File: config.mk
export PLATFORM = sky130hd
export DESIGN_NAME = wb_cmd_master_flat
export DESIGN_NICKNAME = d
export VERILOG_FILES = /design/src/rtl/wb_cmd_master_pkg.sv /design/src/rtl/wb_cmd_master_if.sv /design/src/rtl/wb_cmd_timeout.sv /design/src/rtl/wb_cmd_master.sv /design/src/flat_wrapper.sv
export SDC_FILE = /design/constraint.sdc
export NUM_CORES = 1
export LEC_CHECK = 0
export BUFFER_PORTS_ARGS = -buffer_cell sky130_fd_sc_hd__buf_2
export CELL_PAD_IN_SITES_DETAIL_PLACEMENT = 1
export CELL_PAD_IN_SITES_GLOBAL_PLACEMENT = 1
export CORE_ASPECT_RATIO = 1.75
export CORE_MARGIN = 1.5
export CORE_UTILIZATION = 32
export CTS_CLUSTER_DIAMETER = 60
export DETAILED_ROUTE_END_ITERATION = 8
export GPL_ROUTABILITY_DRIVEN = 0
export GPL_TIMING_DRIVEN = 0
export PLACE_DENSITY_LB_ADDON = 0.3
export SLEW_MARGIN = 20
export SYNTH_ARGS = -nofsm -noshare
export SYNTH_HDL_FRONTEND = slang
export SYNTH_SLANG_ARGS = --single-unit
File: constraint.sdc
create_clock -name clk_i -period 2.7 [get_ports clk_i]
set_input_delay 0.54 -clock clk_i [delete_from_list [all_inputs] [get_ports clk_i]]
set_output_delay 0.54 -clock clk_i [all_outputs]
set_load 0.02 [all_outputs]
File: src/rtl/wb_cmd_master_pkg.sv
// Shared types and constants for the Wishbone command master.
//   state_e : master FSM states
//   STATUS_* : response status codes returned on rsp_status
package wb_cmd_master_pkg;

  typedef enum logic [2:0] {
    StIdle,
    StReq,
    StWait,
    StBackoff,
    StResp
  } state_e;

  localparam logic [1:0] STATUS_OK              = 2'd0;
  localparam logic [1:0] STATUS_ERR             = 2'd1;
  localparam logic [1:0] STATUS_TIMEOUT         = 2'd2;
  localparam logic [1:0] STATUS_RETRY_EXHAUSTED = 2'd3;

endpackage

File: src/rtl/wb_cmd_master_if.sv
// Bundle of the command, response and Wishbone signals of wb_cmd_master.
//   cmd_*   : valid/ready command port (we, adr, dat, sel)
//   rsp_*   : valid/ready response port (dat, status)
//   wb_*    : pipelined Wishbone B4 master side; wb_dat_w is write data,
//             wb_dat_r is read data from the slave
// Modports: master (the command master itself), slave (its environment).
interface wb_cmd_master_if #(
  parameter int unsigned ADDR_WIDTH = 32,
  parameter int unsigned DATA_WIDTH = 32
);
  logic                    cmd_valid;
  logic                    cmd_ready;
  logic                    cmd_we;
  logic [ADDR_WIDTH-1:0]   cmd_adr;
  logic [DATA_WIDTH-1:0]   cmd_dat;
  logic [DATA_WIDTH/8-1:0] cmd_sel;

  logic                    rsp_valid;
  logic                    rsp_ready;
  logic [DATA_WIDTH-1:0]   rsp_dat;
  logic [1:0]              rsp_status;

  logic                    wb_cyc;
  logic                    wb_stb;
  logic                    wb_we;
  logic [ADDR_WIDTH-1:0]   wb_adr;
  logic [DATA_WIDTH/8-1:0] wb_sel;
  logic [DATA_WIDTH-1:0]   wb_dat_w;
  logic [DATA_WIDTH-1:0]   wb_dat_r;
  logic                    wb_ack;
  logic                    wb_err;
  logic                    wb_rty;
  logic                    wb_stall;

  modport master (
    input  cmd_valid, cmd_we, cmd_adr, cmd_dat, cmd_sel, rsp_ready,
    input  wb_dat_r, wb_ack, wb_err, wb_rty, wb_stall,
    output cmd_ready, rsp_valid, rsp_dat, rsp_status,
    output wb_cyc, wb_stb, wb_we, wb_adr, wb_sel, wb_dat_w
  );

  modport slave (
    output cmd_valid, cmd_we, cmd_adr, cmd_dat, cmd_sel, rsp_ready,
    output wb_dat_r, wb_ack, wb_err, wb_rty, wb_stall,
    input  cmd_ready, rsp_valid, rsp_dat, rsp_status,
    input  wb_cyc, wb_stb, wb_we, wb_adr, wb_sel, wb_dat_w
  );

endinterface

File: src/rtl/wb_cmd_timeout.sv
// Bus-cycle timeout counter for wb_cmd_master.
//   clk_i, rst_i : clock, synchronous active-high reset
//   clr_i        : reload to TIMEOUT-1 (start of a bus attempt)
//   en_i         : count down one step (saturates at zero)
//   expired_o    : high during the TIMEOUT-th active cycle after a reload
module wb_cmd_timeout #(
  parameter int unsigned TIMEOUT = 255
) (
  input  logic clk_i,
  input  logic rst_i,
  input  logic clr_i,
  input  logic en_i,
  output logic expired_o
);

  localparam int unsigned CntW = $clog2(TIMEOUT + 1);
  localparam logic [CntW-1:0] LoadVal = CntW'(TIMEOUT - 1);

  logic [CntW-1:0] cnt_q, cnt_d;

  always_comb begin
    cnt_d = cnt_q;
    if (clr_i) begin
      cnt_d = LoadVal;
    end else if (en_i && (cnt_q != '0)) begin
      cnt_d = cnt_q - CntW'(1);
    end
  end

  always_ff @(posedge clk_i) begin
    if (rst_i) begin
      cnt_q <= '0;
    end else begin
      cnt_q <= cnt_d;
    end
  end

  // Loaded with TIMEOUT-1, so zero is reached in the TIMEOUT-th counted cycle.
  assign expired_o = (cnt_q == '0);

endmodule

File: src/rtl/wb_cmd_master.sv
// Single-outstanding pipelined Wishbone B4 master.
// Takes one command from the cmd port, runs one Wishbone cycle (with retry on
// rty and a cycle timeout) and returns read data and a status on the rsp port.
//   clk_i  : clock
//   rst_i  : synchronous active-high reset
//   bus_io : command, response and Wishbone signals (master modport)
// Every output comes straight from a flop.
module wb_cmd_master
  import wb_cmd_master_pkg::*;
#(
  parameter int unsigned ADDR_WIDTH = 32,
  parameter int unsigned DATA_WIDTH = 32,
  parameter int unsigned TIMEOUT    = 255,
  parameter int unsigned MAX_RETRY  = 3
) (
  input  logic             clk_i,
  input  logic             rst_i,
  wb_cmd_master_if.master  bus_io
);

  localparam int unsigned SelW   = DATA_WIDTH / 8;
  localparam int unsigned RetryW = (MAX_RETRY > 0) ? $clog2(MAX_RETRY + 1) : 1;

  state_e                state_q, state_d;
  logic                  we_q, we_d;
  logic [ADDR_WIDTH-1:0] adr_q, adr_d;
  logic [DATA_WIDTH-1:0] dat_q, dat_d;
  logic [SelW-1:0]       sel_q, sel_d;
  logic [RetryW-1:0]     retry_q, retry_d;
  logic                  cyc_q, cyc_d;
  logic                  stb_q, stb_d;
  logic                  cmd_ready_q, cmd_ready_d;
  logic                  rsp_valid_q, rsp_valid_d;
  logic [DATA_WIDTH-1:0] rsp_dat_q, rsp_dat_d;
  logic [1:0]            rsp_status_q, rsp_status_d;

  logic tmo_clr, tmo_en, tmo_expired;
  logic term_window;

  wb_cmd_timeout #(
    .TIMEOUT (TIMEOUT)
  ) u_timeout (
    .clk_i     (clk_i),
    .rst_i     (rst_i),
    .clr_i     (tmo_clr),
    .en_i      (tmo_en),
    .expired_o (tmo_expired)
  );

  // Terminations count in WAIT, or in REQ on the cycle the slave takes stb.
  assign term_window = (state_q == StWait) || ((state_q == StReq) && !bus_io.wb_stall);

  always_comb begin
    state_d      = state_q;
    we_d         = we_q;
    adr_d        = adr_q;
    dat_d        = dat_q;
    sel_d        = sel_q;
    retry_d      = retry_q;
    rsp_dat_d    = rsp_dat_q;
    rsp_status_d = rsp_status_q;
    tmo_clr      = 1'b0;
    tmo_en       = 1'b0;

    unique case (state_q)
      StIdle: begin
        if (bus_io.cmd_valid) begin
          we_d    = bus_io.cmd_we;
          adr_d   = bus_io.cmd_adr;
          dat_d   = bus_io.cmd_dat;
          sel_d   = bus_io.cmd_sel;
          retry_d = '0;
          tmo_clr = 1'b1;
          state_d = StReq;
        end
      end

      StReq, StWait: begin
        tmo_en = 1'b1;
        if ((state_q == StReq) && !bus_io.wb_stall) begin
          state_d = StWait;
        end
        // err > ack > rty; any termination beats a same-cycle timeout.
        if (term_window && bus_io.wb_err) begin
          rsp_status_d = STATUS_ERR;
          rsp_dat_d    = '0;
          state_d      = StResp;
        end else if (term_window && bus_io.wb_ack) begin
          rsp_status_d = STATUS_OK;
          rsp_dat_d    = we_q ? '0 : bus_io.wb_dat_r;
          state_d      = StResp;
        end else if (term_window && bus_io.wb_rty) begin
          if (32'(retry_q) < MAX_RETRY) begin
            retry_d = retry_q + RetryW'(1);
            state_d = StBackoff;
          end else begin
            rsp_status_d = STATUS_RETRY_EXHAUSTED;
            rsp_dat_d    = '0;
            state_d      = StResp;
          end
        end else if (tmo_expired) begin
          rsp_status_d = STATUS_TIMEOUT;
          rsp_dat_d    = '0;
          state_d      = StResp;
        end
      end

      StBackoff: begin
        tmo_clr = 1'b1;
        state_d = StReq;
      end

      StResp: begin
        if (bus_io.rsp_ready) begin
          state_d = StIdle;
        end
      end

      default: state_d = StIdle;
    endcase
  end

  // Outputs are decoded from the next state so they are valid as flops.
  assign cyc_d       = (state_d == StReq) || (state_d == StWait);
  assign stb_d       = (state_d == StReq);
  assign cmd_ready_d = (state_d == StIdle);
  assign rsp_valid_d = (state_d == StResp);

  always_ff @(posedge clk_i) begin
    if (rst_i) begin
      state_q      <= StIdle;
      we_q         <= 1'b0;
      adr_q        <= '0;
      dat_q        <= '0;
      sel_q        <= '0;
      retry_q      <= '0;
      cyc_q        <= 1'b0;
      stb_q        <= 1'b0;
      cmd_ready_q  <= 1'b1;
      rsp_valid_q  <= 1'b0;
      rsp_dat_q    <= '0;
      rsp_status_q <= STATUS_OK;
    end else begin
      state_q      <= state_d;
      we_q         <= we_d;
      adr_q        <= adr_d;
      dat_q        <= dat_d;
      sel_q        <= sel_d;
      retry_q      <= retry_d;
      cyc_q        <= cyc_d;
      stb_q        <= stb_d;
      cmd_ready_q  <= cmd_ready_d;
      rsp_valid_q  <= rsp_valid_d;
      rsp_dat_q    <= rsp_dat_d;
      rsp_status_q <= rsp_status_d;
    end
  end

  assign bus_io.cmd_ready  = cmd_ready_q;
  assign bus_io.rsp_valid  = rsp_valid_q;
  assign bus_io.rsp_dat    = rsp_dat_q;
  assign bus_io.rsp_status = rsp_status_q;
  assign bus_io.wb_cyc     = cyc_q;
  assign bus_io.wb_stb     = stb_q;
  assign bus_io.wb_we      = we_q;
  assign bus_io.wb_adr     = adr_q;
  assign bus_io.wb_sel     = sel_q;
  assign bus_io.wb_dat_w   = dat_q;

endmodule
File: src/flat_wrapper.sv
// flat-port wrapper written by rule: the top's interface ports become plain ports
module wb_cmd_master_flat import wb_cmd_master_pkg::*;
#(
  parameter int unsigned ADDR_WIDTH = 32,
  parameter int unsigned DATA_WIDTH = 32,
  parameter int unsigned TIMEOUT    = 255,
  parameter int unsigned MAX_RETRY  = 3
)
  (clk_i, rst_i, bus_io_cmd_valid, bus_io_cmd_we, bus_io_cmd_adr, bus_io_cmd_dat, bus_io_cmd_sel, bus_io_rsp_ready, bus_io_wb_dat_r, bus_io_wb_ack, bus_io_wb_err, bus_io_wb_rty, bus_io_wb_stall, bus_io_cmd_ready, bus_io_rsp_valid, bus_io_rsp_dat, bus_io_rsp_status, bus_io_wb_cyc, bus_io_wb_stb, bus_io_wb_we, bus_io_wb_adr, bus_io_wb_sel, bus_io_wb_dat_w);
  wb_cmd_master_if #(.ADDR_WIDTH(ADDR_WIDTH), .DATA_WIDTH(DATA_WIDTH)) bus_io_i ();
  input  logic clk_i;
  input  logic rst_i;
  input wire logic [$bits(bus_io_i.cmd_valid)-1:0] bus_io_cmd_valid;
  input wire logic [$bits(bus_io_i.cmd_we)-1:0] bus_io_cmd_we;
  input wire logic [$bits(bus_io_i.cmd_adr)-1:0] bus_io_cmd_adr;
  input wire logic [$bits(bus_io_i.cmd_dat)-1:0] bus_io_cmd_dat;
  input wire logic [$bits(bus_io_i.cmd_sel)-1:0] bus_io_cmd_sel;
  input wire logic [$bits(bus_io_i.rsp_ready)-1:0] bus_io_rsp_ready;
  input wire logic [$bits(bus_io_i.wb_dat_r)-1:0] bus_io_wb_dat_r;
  input wire logic [$bits(bus_io_i.wb_ack)-1:0] bus_io_wb_ack;
  input wire logic [$bits(bus_io_i.wb_err)-1:0] bus_io_wb_err;
  input wire logic [$bits(bus_io_i.wb_rty)-1:0] bus_io_wb_rty;
  input wire logic [$bits(bus_io_i.wb_stall)-1:0] bus_io_wb_stall;
  output wire logic [$bits(bus_io_i.cmd_ready)-1:0] bus_io_cmd_ready;
  output wire logic [$bits(bus_io_i.rsp_valid)-1:0] bus_io_rsp_valid;
  output wire logic [$bits(bus_io_i.rsp_dat)-1:0] bus_io_rsp_dat;
  output wire logic [$bits(bus_io_i.rsp_status)-1:0] bus_io_rsp_status;
  output wire logic [$bits(bus_io_i.wb_cyc)-1:0] bus_io_wb_cyc;
  output wire logic [$bits(bus_io_i.wb_stb)-1:0] bus_io_wb_stb;
  output wire logic [$bits(bus_io_i.wb_we)-1:0] bus_io_wb_we;
  output wire logic [$bits(bus_io_i.wb_adr)-1:0] bus_io_wb_adr;
  output wire logic [$bits(bus_io_i.wb_sel)-1:0] bus_io_wb_sel;
  output wire logic [$bits(bus_io_i.wb_dat_w)-1:0] bus_io_wb_dat_w;
  assign bus_io_i.cmd_valid = bus_io_cmd_valid;
  assign bus_io_i.cmd_we = bus_io_cmd_we;
  assign bus_io_i.cmd_adr = bus_io_cmd_adr;
  assign bus_io_i.cmd_dat = bus_io_cmd_dat;
  assign bus_io_i.cmd_sel = bus_io_cmd_sel;
  assign bus_io_i.rsp_ready = bus_io_rsp_ready;
  assign bus_io_i.wb_dat_r = bus_io_wb_dat_r;
  assign bus_io_i.wb_ack = bus_io_wb_ack;
  assign bus_io_i.wb_err = bus_io_wb_err;
  assign bus_io_i.wb_rty = bus_io_wb_rty;
  assign bus_io_i.wb_stall = bus_io_wb_stall;
  assign bus_io_cmd_ready = bus_io_i.cmd_ready;
  assign bus_io_rsp_valid = bus_io_i.rsp_valid;
  assign bus_io_rsp_dat = bus_io_i.rsp_dat;
  assign bus_io_rsp_status = bus_io_i.rsp_status;
  assign bus_io_wb_cyc = bus_io_i.wb_cyc;
  assign bus_io_wb_stb = bus_io_i.wb_stb;
  assign bus_io_wb_we = bus_io_i.wb_we;
  assign bus_io_wb_adr = bus_io_i.wb_adr;
  assign bus_io_wb_sel = bus_io_i.wb_sel;
  assign bus_io_wb_dat_w = bus_io_i.wb_dat_w;
  wb_cmd_master #(.ADDR_WIDTH(ADDR_WIDTH), .DATA_WIDTH(DATA_WIDTH), .TIMEOUT(TIMEOUT), .MAX_RETRY(MAX_RETRY)) u_core (.clk_i(clk_i), .rst_i(rst_i), .bus_io(bus_io_i));
endmodule
==> impl_metrics.ini, run 1 <==
[power]
intPower_mw = 3.39
pwr-share-seq = 0.413
power_frac_comb = 0.130
p_leak_nw = 2.89
total_power_mw = 4.66
p_sw_frac = 0.272
irDropWorstVdd_v = 0.000418
p_switching_mw = 1.27
cellPowerDensity_nw_per_um2 = 755
clkPwrFrac = 0.457

[timing]
fmax_mhz = 419
period_share = 0.883
tns_ps = 0
fin_crit_ps = 2390
relSlewSlack = 0.590
rsz0062_at_grt = false
fin_worst_skew_ps = 8.85
tightest_slew_ps = 615
slew_violations = 0
setup_ws_ps = 315
holdWs_ps = 345
finalSetupViolCount = 0
hold_viol = 0

[cts]
clock_sinks = 120
cts_root_buf = clkbuf_16
clk_pin_slew_ps = 60
htreeDepth = 4
insertion_delay_ps = 400
postCtsResizedCells = 0
clock_path_buffers = 2
hold_buffers = 0
cts_tree = done
post-cts-setup-buffer-count = 0
cts_buffers = 17

[floorplan]
dieHeight_um = 157
ioPinCount = 216
initial_utilization = 0.331
die_w_um = 90.7
core_area_um2 = 13000
num_rows = 55
die_area_um2 = 14200

[hold_path]
hp-class = in -> reg
min_path_cells = 2

[global_route]
grt_pass1_vias = 4494
grt_max_degree = 17
antenna_found_initial = 0
track_usage = 0.195
overflow = 0
grt_first_pass_wirelength_um = 21800

[detailed_routing]
vias = 4223
ant_nets = 0
first_iter_violations = 90
drc = 0
dr.pass1.iters = 4
wirelength_um = 13600
vias_per_cell = 4.70
wl_per_cell_um = 15.2

[yosys]
synth_area_um2 = 4310
synth_nets = 591
synth.avg_cell_area_um2 = 8.98
synth_cell_types = 38
syn_inst = 480
yosysWarnings = 0
ys_seq_elements = 120
seq_area_frac_synth = 0.557

[flow_run]
maxCapViolCount = 0

[outcome]
status = complete, no violations

[finish]
n_antenna_cell = 0
nets = 825
final_util = 0.475
num-fill-cells = 1629
multiInputGateArea_um2 = 1740
layout-drive-gt1-share = 0.363
seq_area_um2 = 2400
area_growth_pct = 43.3

[setup_path]
cp_slowest_cell = a2111oi_4
slowest_delay_ps = 680
worstSetupEndpointType = flop
rr_worst_depth = 8
critPathMaxFanout = 10
critPathKind = reg -> reg
crit_chain = inv_1 > ha_1 > nor3b_2 > nand2_1 > a2111oi_4 > nor2_4 > buf_6 > a22o_1
startpoint_type = flop
cp.required_ps = 2990
crit_arrival_ps = 2680

[placement]
io_buffers = 214
hpwl_um = 10500
pre_cts_ws_ps = 129
## state kept, by name, indices dropped and copies added (netlist names)
name                      flops
u_core.bus_io.rsp_valid       1
u_core.bus_io.wb_sel          4
u_core.bus_io.wb_adr         32
u_core.retry_q                2
u_core.bus_io.wb_we           1
u_core.state_q                3
u_core.bus_io.rsp_status      2
u_core.u_timeout.cnt_q        8
u_core.bus_io.rsp_dat        32
u_core.bus_io.wb_cyc          1
u_core.bus_io.wb_dat_w       32
u_core.bus_io.wb_stb          1
u_core.bus_io.cmd_ready       1
## synth_stat cells (all sizes together)
library cell  count  area share
nor2             11       0.011
nand2           148        0.13
and2              1      0.0015
a21o              2      0.0052
clkbuf           29       0.025
nand3b            2      0.0035
nand3             2      0.0023
buf               5       0.012
o2111ai           1      0.0020
ha                2      0.0058
o21ai             2      0.0023
nor4              2      0.0044
o22ai             1      0.0015
xor2              6       0.012
a211oi            3      0.0064
a22o             32       0.065
dfxtp           120        0.56
nor4b             3      0.0075
or2               2      0.0029
mux2i             1      0.0023
o21ba             3      0.0070
nor3              5      0.0058
xnor2             2      0.0041
a21oi            81       0.094
nor3b             1      0.0017
or3b              1      0.0026
or3               1      0.0015
nand2b            3      0.0044
inv               5      0.0044
a2111oi           2       0.013
a32oi             1      0.0020
## final cells by class
cell class                      count  area share
Sequential cell                   120       0.389
Multi-Input combinational cell    321       0.281
Timing Repair Buffer              215       0.175
Clock buffer                       19      0.0717
Tap cell                          171      0.0346
Buffer                             34      0.0261
Clock inverter                     13      0.0196
Inverter                            5     0.00304
## layer usage
layer	share of wire	GRT usage	wire length, um	up-vias
met5	0	0	0	-
met4	0.028	0.0824	376	0
met3	0.050	0.0476	685	29
met2	0.57	0.391	7810	141
met1	0.35	0.184	4770	1966
li1	-	-	-	2087
## power groups by stage
| stage | registers (mW) | clock network (mW) | logic (mW) |
|---|---|---|---|
| floorplan | 2.06 | 0 | 0.257 |
| global placement | 1.96 | 0 | 0.589 |
| detailed placement | 1.97 | 0 | 0.611 |
| CTS | 1.93 | 2.19 | 0.615 |
| global route | 1.94 | 2.27 | 0.671 |
| finish | 1.93 | 2.13 | 0.605 |
## final timing paths
kind                             start                        end  slack [ps]
max          u_core.u_timeout.cnt_q[0]  u_core.bus_io.rsp_dat[26]         310
min                bus_io_wb_dat_r[15]  u_core.bus_io.rsp_dat[15]         350
max reg2reg  u_core.u_timeout.cnt_q[0]  u_core.bus_io.rsp_dat[26]         310
min reg2reg   u_core.bus_io.wb_adr[17]   u_core.bus_io.wb_adr[17]         450
## metrics by stage
step / cells / cell area, um2
4_1_cts: 898 / 6170
6_report: 898 / 6180
5_1_grt: 898 / 6180
2_1_floorplan: 480 / 4310
3_3_place_gp: 865 / 5600
3_5_place_dp: 866 / 5610
## worst max-delay path: cells and delay by family (launching register included)
| family | cells | cell delay [ps] |
|---|---|---|
| simple gates | 3 | 610 |
| flops | 1 | 330 |
| compound gates | 2 | 910 |
| fa+ha+maj | 1 | 180 |
| buf+inv | 2 | 240 |
## placed cells by master (no fill, tap or decap), types with 5 or more instances in the layout
cell type / synthesis / layout
a21oi_1: 81 / 81
a22o_1: 32 / 32
buf_2: 0 / 214
clkbuf_1: 29 / 30
clkbuf_16: 0 / 17
dfxtp_1: 120 / 120
inv_1: 5 / 5
nand2_1: 148 / 148
nor2_1: 10 / 10
nor3_1: 5 / 5
xor2_1: 6 / 6
## cell families after synthesis
logic type	synth area share
buf+inv	0.0418
mux	0.00232
fa+ha+maj	0.00580
simple gates	0.178
xor+xnor	0.0163
flops	0.557
compound gates	0.198
No activity file was read; power rests on OpenSTA's default activity.
==> inputs of run 2 (changes only) <==
--- a/config.mk
+++ b/config.mk
@@ -16,6 +16,7 @@
 export GPL_ROUTABILITY_DRIVEN = 0
 export GPL_TIMING_DRIVEN = 0
 export PLACE_DENSITY_LB_ADDON = 0.3
+export RECOVER_POWER = 25
 export SLEW_MARGIN = 20
 export SYNTH_ARGS = -nofsm -noshare
 export SYNTH_HDL_FRONTEND = slang
==> run 2 against run 1 <==
Via count grew 0.26%. Sequential share of layout area grew 0.45 points. Critical path type unchanged. Sequential cell count unchanged. Critical path depth unchanged. Largest power group unchanged.
==> impl_metrics.ini, run 2 (synthesis gave the netlist of run 1 again) <==
[outcome]
status = complete, no violations

[finish]
layout_commonest_cell = buf_2
layout_common_cells = 158 x buf_2, 148 x nand2_1, 120 x dfxtp_1
seq_area_um2 = 2400
num-fill-cells = 1647
nets = 825
n_antenna_cell = 0
multiInputGateArea_um2 = 1740
layout-drive-gt1-share = 0.286
area_growth_pct = 41.7
final_cells = 898

[power]
p_leak_nw = 2.66
irDropWorstVdd_v = 0.000418
total_power_mw = 4.66
cellPowerDensity_nw_per_um2 = 762

[floorplan]
die_w_um = 90.7
die_area_um2 = 14200
core_area_um2 = 13000
initial_utilization = 0.331
ioPinCount = 216
dieHeight_um = 157
num_rows = 55

[timing]
fmax_mhz = 419
finalSetupViolCount = 0
relSlewSlack = 0.588
tightest_slew_ps = 618
period_share = 0.885
slew_violations = 0
rsz0062_at_grt = false
hold_viol = 0
setup_ws_ps = 311
fin_crit_ps = 2390
fin_worst_skew_ps = 7.88

[setup_path]
crit_buf_inv = 2
worstSetupEndpointType = flop
critPathKind = reg -> reg
slowest_delay_ps = 690
path_depth = 8
cp_slowest_cell = a2111oi_4
rr_worst_depth = 8
crit_chain = inv_1 > ha_1 > nor3b_2 > nand2_1 > a2111oi_4 > nor2_4 > buf_6 > a22o_1
startpoint_type = flop
crit_arrival_ps = 2680
critPathMaxFanout = 10
cp.required_ps = 2990
crit_family = compound AO/OA/AOI/OAI gates

[global_route]
overflow = 0
antenna_found_initial = 0
grt_pass1_vias = 4494
grt_max_degree = 17
grt_first_pass_wirelength_um = 21800
track_usage = 0.195

[detailed_routing]
wirelength_um = 13700
drc = 0
vias = 4234
wl_per_cell_um = 15.2
ant_nets = 0
first_iter_violations = 88
vias_per_cell = 4.71
dr.pass1.iters = 4

[cts]
htreeDepth = 4
insertion_delay_ps = 400
clock_path_buffers = 2
clock_sinks = 120
cts_tree = done
cts_root_buf = clkbuf_16
cts_buffers = 17
clk_pin_slew_ps = 60

[placement]
io_buffers = 214
hpwl_um = 10500
pre_cts_ws_ps = 129
dpl.cell_count = 866

[flow_run]
maxCapViolCount = 0

[hold_path]
hp-class = in -> reg
min_path_cells = 2
run 2: changes by cell type in the layout (fill, tap and decap cells not counted), sizes merged:
| cell | before | now |
|---|---|---|
| clkbuf | 48 | 104 |
| buf | 220 | 164 |
run 2: worst paths after layout:
check / from / endpoint / slack [ps]
max: u_core.u_timeout.cnt_q[0] / u_core.bus_io.rsp_dat[26] / 310
min: bus_io_wb_dat_r[15] / u_core.bus_io.rsp_dat[15] / 350
max reg2reg: u_core.u_timeout.cnt_q[0] / u_core.bus_io.rsp_dat[26] / 310
min reg2reg: u_core.bus_io.wb_adr[17] / u_core.bus_io.wb_adr[17] / 460
run 2: layer usage:
layer / track usage / part of all wire / up-vias / routed length, um
li1: - / - / 2088 / -
met1: 0.184 / 0.35 / 1980 / 4800
met2: 0.391 / 0.57 / 141 / 7820
met3: 0.0476 / 0.051 / 25 / 695
met4: 0.0824 / 0.026 / 0 / 355
met5: 0 / 0 / - / 0
run 2: final cells by class:
cell class | instances | area share
Sequential cell | 120 | 0.393
Multi-Input combinational cell | 321 | 0.285
Clock inverter | 13 | 0.0199
Inverter | 5 | 0.00307
Clock buffer | 19 | 0.0725
Buffer | 34 | 0.0264
Timing Repair Buffer | 215 | 0.165
Tap cell | 171 | 0.0350
run 2: per-stage QoR:
| step | hold slack [ps] | instance area, um2 | util | setup TNS (ps) |
|---|---|---|---|---|
| final | 345 | 6110 | 0.470 | 0 |
| after CTS | 333 | 6170 | 0.475 | 0 |
| after global routing | 337 | 6110 | 0.470 | 0 |
| after detailed placement | 447 | 5610 | 0.431 | 0 |
| after global placement | 440 | 5600 | 0.430 | -12900 |
| after floorplan | 465 | 4310 | - | 0 |
run 2: worst reg2reg max path, stage by stage (launching register included):
cell	delay, ps
dfxtp_1	330
inv_1	70
ha_1	180
nor3b_2	290
nand2_1	200
a2111oi_4	690
nor2_4	120
buf_6	180
a22o_1	230
run 2: repair_timing:
action | 4_1_cts | 5_1_grt
endpoints found under the setup margin | 0 | 32
setup buffers | 0 | 0
gates resized for setup | 0 | 1
hold buffers | 0 | 0
hold endpoints to repair | 0 | 0
run 2: power by group:
group          internal [mW]  switching, mW  total (mW)  leakage [nW]
combinational          0.216          0.379       0.595          1.41
sequential              1.87         0.0591        1.93         0.982
clock                   1.30          0.833        2.13         0.274
total                   3.38           1.27        4.66          2.66
